## src/rtl/dmr_recovery_pc.sv

```systemverilog
// Recovery PC buffer for one DMR group: keeps a short history of retired PCs and,
// on a restore request, reloads the halted core pair with the oldest safe PC.
module dmr_recovery_pc #(
    parameter int unsigned          PCWidth  = 32,
    parameter int unsigned          Depth    = 2,
    parameter logic [PCWidth-1:0]   BootAddr = PCWidth'(32'h1A00_0080),
    localparam int unsigned         CntW     = $clog2(Depth + 1)
) (
    input  logic                clk_i,
    input  logic                rst_i,
    input  logic                clear_i,
    input  logic                pc_write_enable_i,
    input  logic                pc_read_enable_i,
    input  logic                commit_valid_i,
    input  logic [PCWidth-1:0]  commit_pc_i,
    output logic [PCWidth-1:0]  recovery_pc_o,
    output logic                recovery_pc_we_o,
    output logic [CntW-1:0]     history_count_o,
    output logic                empty_restore_o
);

    typedef enum logic [1:0] {
        ST_TRACK   = 2'd0,
        ST_FROZEN  = 2'd1,
        ST_RESTORE = 2'd2,
        ST_RESYNC  = 2'd3
    } state_e;

    state_e               r_state;
    logic [PCWidth-1:0]   r_hist [Depth];
    logic [CntW-1:0]      r_count;
    logic [PCWidth-1:0]   r_pc;
    logic                 r_we;
    logic                 r_empty;

    state_e               w_state_nxt;
    logic [PCWidth-1:0]   w_hist_nxt [Depth];
    logic [CntW-1:0]      w_count_nxt;
    logic [PCWidth-1:0]   w_pc_nxt;
    logic                 w_we_nxt;
    logic                 w_empty_nxt;
    logic [PCWidth-1:0]   w_oldest;

    // Oldest valid entry, or the boot address when the history is empty
    always_comb begin
        w_oldest = BootAddr;
        for (int k = 0; k < int'(Depth); k++) begin
            if (r_count == CntW'(k + 1)) begin
                w_oldest = r_hist[k];
            end
        end
    end

    // Next-state and next-value logic; clear_i overrides every state transition
    always_comb begin
        w_state_nxt = r_state;
        w_hist_nxt  = r_hist;
        w_count_nxt = r_count;
        w_pc_nxt    = r_pc;
        w_we_nxt    = 1'b0;
        w_empty_nxt = r_empty;

        if (clear_i) begin
            for (int k = 0; k < int'(Depth); k++) begin
                w_hist_nxt[k] = BootAddr;
            end
            if (r_state == ST_RESYNC) begin
                w_hist_nxt[0] = r_pc;
                w_count_nxt   = CntW'(1);
            end else begin
                w_count_nxt = '0;
                if (r_state != ST_RESTORE) begin
                    w_empty_nxt = 1'b0;
                end
            end
            w_state_nxt = ST_TRACK;
        end else if (pc_read_enable_i && (r_state != ST_RESYNC)) begin
            w_we_nxt    = 1'b1;
            w_pc_nxt    = w_oldest;
            w_state_nxt = ST_RESTORE;
            if (r_count == '0) begin
                w_empty_nxt = 1'b1;
            end
        end else begin
            unique case (r_state)
                ST_TRACK: begin
                    if (!pc_write_enable_i) begin
                        w_state_nxt = ST_FROZEN;
                    end else if (commit_valid_i) begin
                        for (int k = int'(Depth) - 1; k > 0; k--) begin
                            w_hist_nxt[k] = r_hist[k-1];
                        end
                        w_hist_nxt[0] = commit_pc_i;
                        if (r_count != CntW'(Depth)) begin
                            w_count_nxt = r_count + CntW'(1);
                        end
                    end
                end
                ST_FROZEN: begin
                    if (pc_write_enable_i) begin
                        w_state_nxt = ST_TRACK;
                    end
                end
                ST_RESTORE: begin
                    w_state_nxt = ST_RESYNC;
                end
                ST_RESYNC: begin
                    // Restart tracking from the PC the cores were reloaded with
                    if (pc_write_enable_i) begin
                        for (int k = 0; k < int'(Depth); k++) begin
                            w_hist_nxt[k] = BootAddr;
                        end
                        w_hist_nxt[0] = r_pc;
                        w_count_nxt   = CntW'(1);
                        w_state_nxt   = ST_TRACK;
                    end
                end
                default: begin
                    w_state_nxt = ST_TRACK;
                end
            endcase
        end
    end

    always_ff @(posedge clk_i) begin
        if (rst_i) begin
            r_state <= ST_TRACK;
            for (int k = 0; k < int'(Depth); k++) begin
                r_hist[k] <= BootAddr;
            end
            r_count <= '0;
            r_pc    <= BootAddr;
            r_we    <= 1'b0;
            r_empty <= 1'b0;
        end else begin
            r_state <= w_state_nxt;
            for (int k = 0; k < int'(Depth); k++) begin
                r_hist[k] <= w_hist_nxt[k];
            end
            r_count <= w_count_nxt;
            r_pc    <= w_pc_nxt;
            r_we    <= w_we_nxt;
            r_empty <= w_empty_nxt;
        end
    end

    assign recovery_pc_o    = r_pc;
    assign recovery_pc_we_o = r_we;
    assign history_count_o  = r_count;
    assign empty_restore_o  = r_empty;

endmodule

```

## config.mk

```make
export PLATFORM = sky130hd
export DESIGN_NAME = dmr_recovery_pc
export DESIGN_NICKNAME = d
export VERILOG_FILES = /design/src/rtl/dmr_recovery_pc.sv
export SDC_FILE = /design/constraint.sdc
export NUM_CORES = 1
export LEC_CHECK = 0
export ABC_AREA = 1
export BUFFER_PORTS_ARGS = -buffer_cell sky130_fd_sc_hd__buf_4
export CORE_AREA = 2 2 111 113
export CTS_CLUSTER_DIAMETER = 120
export CTS_CLUSTER_SIZE = 28
export DETAILED_ROUTE_END_ITERATION = 8
export DIE_AREA = 0 0 113 115
export PLACE_DENSITY = 0.71
export SYNTH_ARGS = -nofsm -noshare
export SYNTH_HDL_FRONTEND = slang
export SYNTH_SLANG_ARGS = --single-unit
export TNS_END_PERCENT = 5
```

## constraint.sdc

```tcl
create_clock -name clk_i -period 1.9 [get_ports clk_i]
set_input_delay 0.19 -clock clk_i [delete_from_list [all_inputs] [get_ports clk_i]]
set_output_delay 0.19 -clock clk_i [all_outputs]
set_load 0.02 [all_outputs]
```

==> results.md <==
- H-tree depth: 3
- Actual transition at the worst max-transition pin: 0.4861 ns
- Worst Skew: about 0.0076 ns
- Placed insts: 1031
- Clock Path Buffers: 2
- Post-Synth Adder-Cell Area: 2.167%
- Routed WL: 12900 um
- RSZ-0062 raised after global routing: no
- Synth warn: 0
- Critical path origin: r_state[0]$_SDFFE_PP0P_
- DRT iter0 DRCs: 323
- GRT Overall Usage: around a fifth
- Synth unique cells: 26
- Layout cell share with drive strength beyond 1: 14.11%
- Root Driver: clkbuf_16
- Yosys reg bits: 102
- Antenna diodes: 0
- Minimum clock period: between 1.5 and 2 ns
- Largest net degree at the start of global routing: 46
- Sequential share of the synthesized area: 39.29%
- Number of buffers created by CTS: 9
- Core Area: around 12000 um2
- HPWL Detailed: 8480 um
- Storage cell area: 2042 um2
- Compound-gate portion of the synthesized area: 16.83%
- Clk pwr share: 34.9%
- Die height: 115 um
- Vias in the first global route: about 4700
- Final Max Tran Viols: 0
- Initial Utilization: between 40 and 50%
- Proportion of synthesized area in mux cells: 0%
- Routed Antenna Nets: 0
- Fmax: 574.1 MHz
- Clock slew at reported path FFs: 0.07 ns
- Routability cong.: 0.8608
- Failing checks: DRC
- Worst setup EP type: flip-flop
- Drc violations: 4
- Critical path fanouts, max: 21
- Syn_nets: 879
- Reg2reg end: r_state[1]$_SDFFE_PP0P_
- Average cell area after synthesis: 6.247 um2
- Vias: slightly above 5000
- HP Class: in -> reg
- Max-Cap Viols: 0
- Worst hold path startpoint: rst_i
- Clk_lat worst skew: 0.34 ns
- Final #Nets: around 940
- Reg2Reg Depth: 8
- Critical Path AT: 1.97 ns
- First-pass GRT wire length: 22260 um
- Simple-gate area share of the yosys netlist: 31.49%
- Post-route cell area: between 6000 and 7000 um2
- GRT Residual Overflow: 0
- Post-Synth XOR/XNOR Area: 0%
- Power per standard cell area: approximately 830 nW/um2
- Post-DR wirelength/cell: between 10 and 15 um
- Status: finished, violations left
- Worst slew margin: 67.54%
- Mean number of vias per cell: 4.861
- Crit path kind: reg -> reg
- Initial antenna violation count: 0
- Final Setup Violations: 0
- Port Buffer Count: 73
- Die ar.: 13000 um2
- Rows: 40
- Final std cells w/o fill: ~1000
- WHS Path Cells: 2
- Hold Vio Cnt, Final: 0
- Synthesis-to-layout area growth: 20.75%
- Io pins: 74
- Worst vdd ir: 0.4001 mV
- Setup TNS after final layout: 0 ns
- DRT Pass-1 Iters: 7
- Switching share of total power: 30.72%
- P_sw: 1.599 mW
- R2R Path Start: r_state[0]$_SDFFE_PP0P_
- Leak: 2.917 nW
- Critical Path RT: roughly 2.1 ns
- Final period util: approximately nine tenths
- Post-Syn Area: 5197 um2
- CTS sink cnt: 102
- WHS Endpoint: recovery_pc_we_o$_SDFF_PP0_
- Largest family of logic cells by synthesized area: simple AND/OR/NAND/NOR gates
- Share of power burned in combinational logic: 18.9%
- Area of the multi-input gates: roughly 2600 um2
- CTS tree: done
- Die Wd: 113 um
- Internal power: 3.607 mW
- Power share of the sequential group: 46.2%
- R2R Setup Slk: around 0.16 ns
- Post-Syn Instances: 832
- Fill cells: between 1000 and 1500
- Startpoint Class: flip-flop
- Cell area after placement: 5968 um2
- Post-cts hold buffer count: 0
-- worst max-delay path, cell delays in order, from the launching register on --
cell	delay [ns]
dfxtp_1	0.36
ha_2	0.24
inv_2	0.37
buf_4	0.26
nand2_1	0.09
nand3_1	0.10
nand4_1	0.08
nand2_1	0.09
a21oi_1	0.05
-- routing by layer --
layer	track usage (%)	routed length (um)
met2	36.17	6185
met3	3.268	461
met5	0	0
met4	5.447	138
met1	26.61	6118
-- per-stage QoR --
step                utilization, %  hold slack, ns  total power, mW  worst slack [ns]
finish                       53.14         0.08256            5.206            0.1580
global placement             50.53          0.4402            3.425            0.1547
detailed placement           50.53          0.4415            3.435            0.1406
CTS                          53.07         0.07573            5.230            0.1326
floorplan                        -          0.2668            3.082            0.2274
global route                 53.14         0.08182            5.482          0.003795
-- Yosys cell counts, drive strengths merged --
cell	instances	share of area, %
nand2	230	17
nor2	179	13
dfxtp	102	39
a21oi	94	9.1
inv	77	5.6
o21ai	70	6.7
buf	26	3.0
clkbuf	22	1.6
nand3	14	1.4
ha	9	2.2
o221ai	4	0.67
a22oi	1	0.14
clkinv	1	0.072
nand4	1	0.12
nor3	1	0.096
o21bai	1	0.14
-- cells in the final DEF, fill, tap and decap left out --
cell type   count
clkinvlp_4      1
nand4_1         1
inv_1          74
clkbuf_16       9
nand3_2         1
nor2_2          2
nor2_4          1
nor3_1          1
a22oi_1         1
clkinv_4        1
nand2_1       228
o21bai_1        1
clkinv_1        1
inv_6           3
a21oi_4         1
buf_6           2
ha_2            1
nand3_1        13
o21ai_1         8
clkinv_8        2
ha_1            8
a21oi_1        93
nand2_2         2
inv_2           3
buf_4          93
o221ai_1        4
buf_12          5
nor2_1        176
dfxtp_1       102
o21ai_0        62
-- power by group through the flow --
stage / registers [mW] / clock network [mW] / logic (mW)
after floorplan: 2.48 / 0 / 0.598
after global placement: 2.45 / 0 / 0.975
after detailed placement: 2.45 / 0 / 0.983
after CTS: 2.40 / 1.84 / 0.989
after global routing: 2.42 / 1.94 / 1.12
final: 2.40 / 1.82 / 0.984
-- cell type report --
class	instances	area share [%]
multi-input combinational	604	42.01
sequential	102	32.54
timing repair buffer	100	13.08
inverter	78	4.665
clock buffer	9	3.589
tap	147	2.931
clock inverter	7	1.196
-- state kept, by name, summed over array words and instances (netlist names) --
| name | cells |
|---|---|
| r_state | 2 |
| empty_restore_o | 1 |
| recovery_pc_o | 32 |
| recovery_pc_we_o | 1 |
| r_hist | 64 |
| history_count_o | 2 |
-- cells by family after synthesis --
family          after synthesis
fa+ha+maj                     9
simple gates                425
compound gates              170
flops                       102
buf+inv                     126
-- worst max-delay path by stage --
stage	endpoint	slack [ns]	cells past startpoint
2_1_floorplan	recovery_pc_o[21]$_SDFFE_PP0N_	0.23	8
3_3_place_gp	r_state[1]$_SDFFE_PP0P_	0.15	7
3_5_place_dp	r_hist[45]$_SDFFE_PP0P_	0.14	9
4_1_cts	r_hist[47]$_SDFFE_PP0P_	0.13	9
5_1_grt	r_hist[58]$_SDFFE_PP0P_	0.004	8
6_report	r_state[1]$_SDFFE_PP0P_	0.16	8
-- timing repair --
item,CTS,global route
setup endpoints to repair,0,6
setup buffers,0,0
gates resized for setup,0,2
Power figures use the tool's default switching activity.
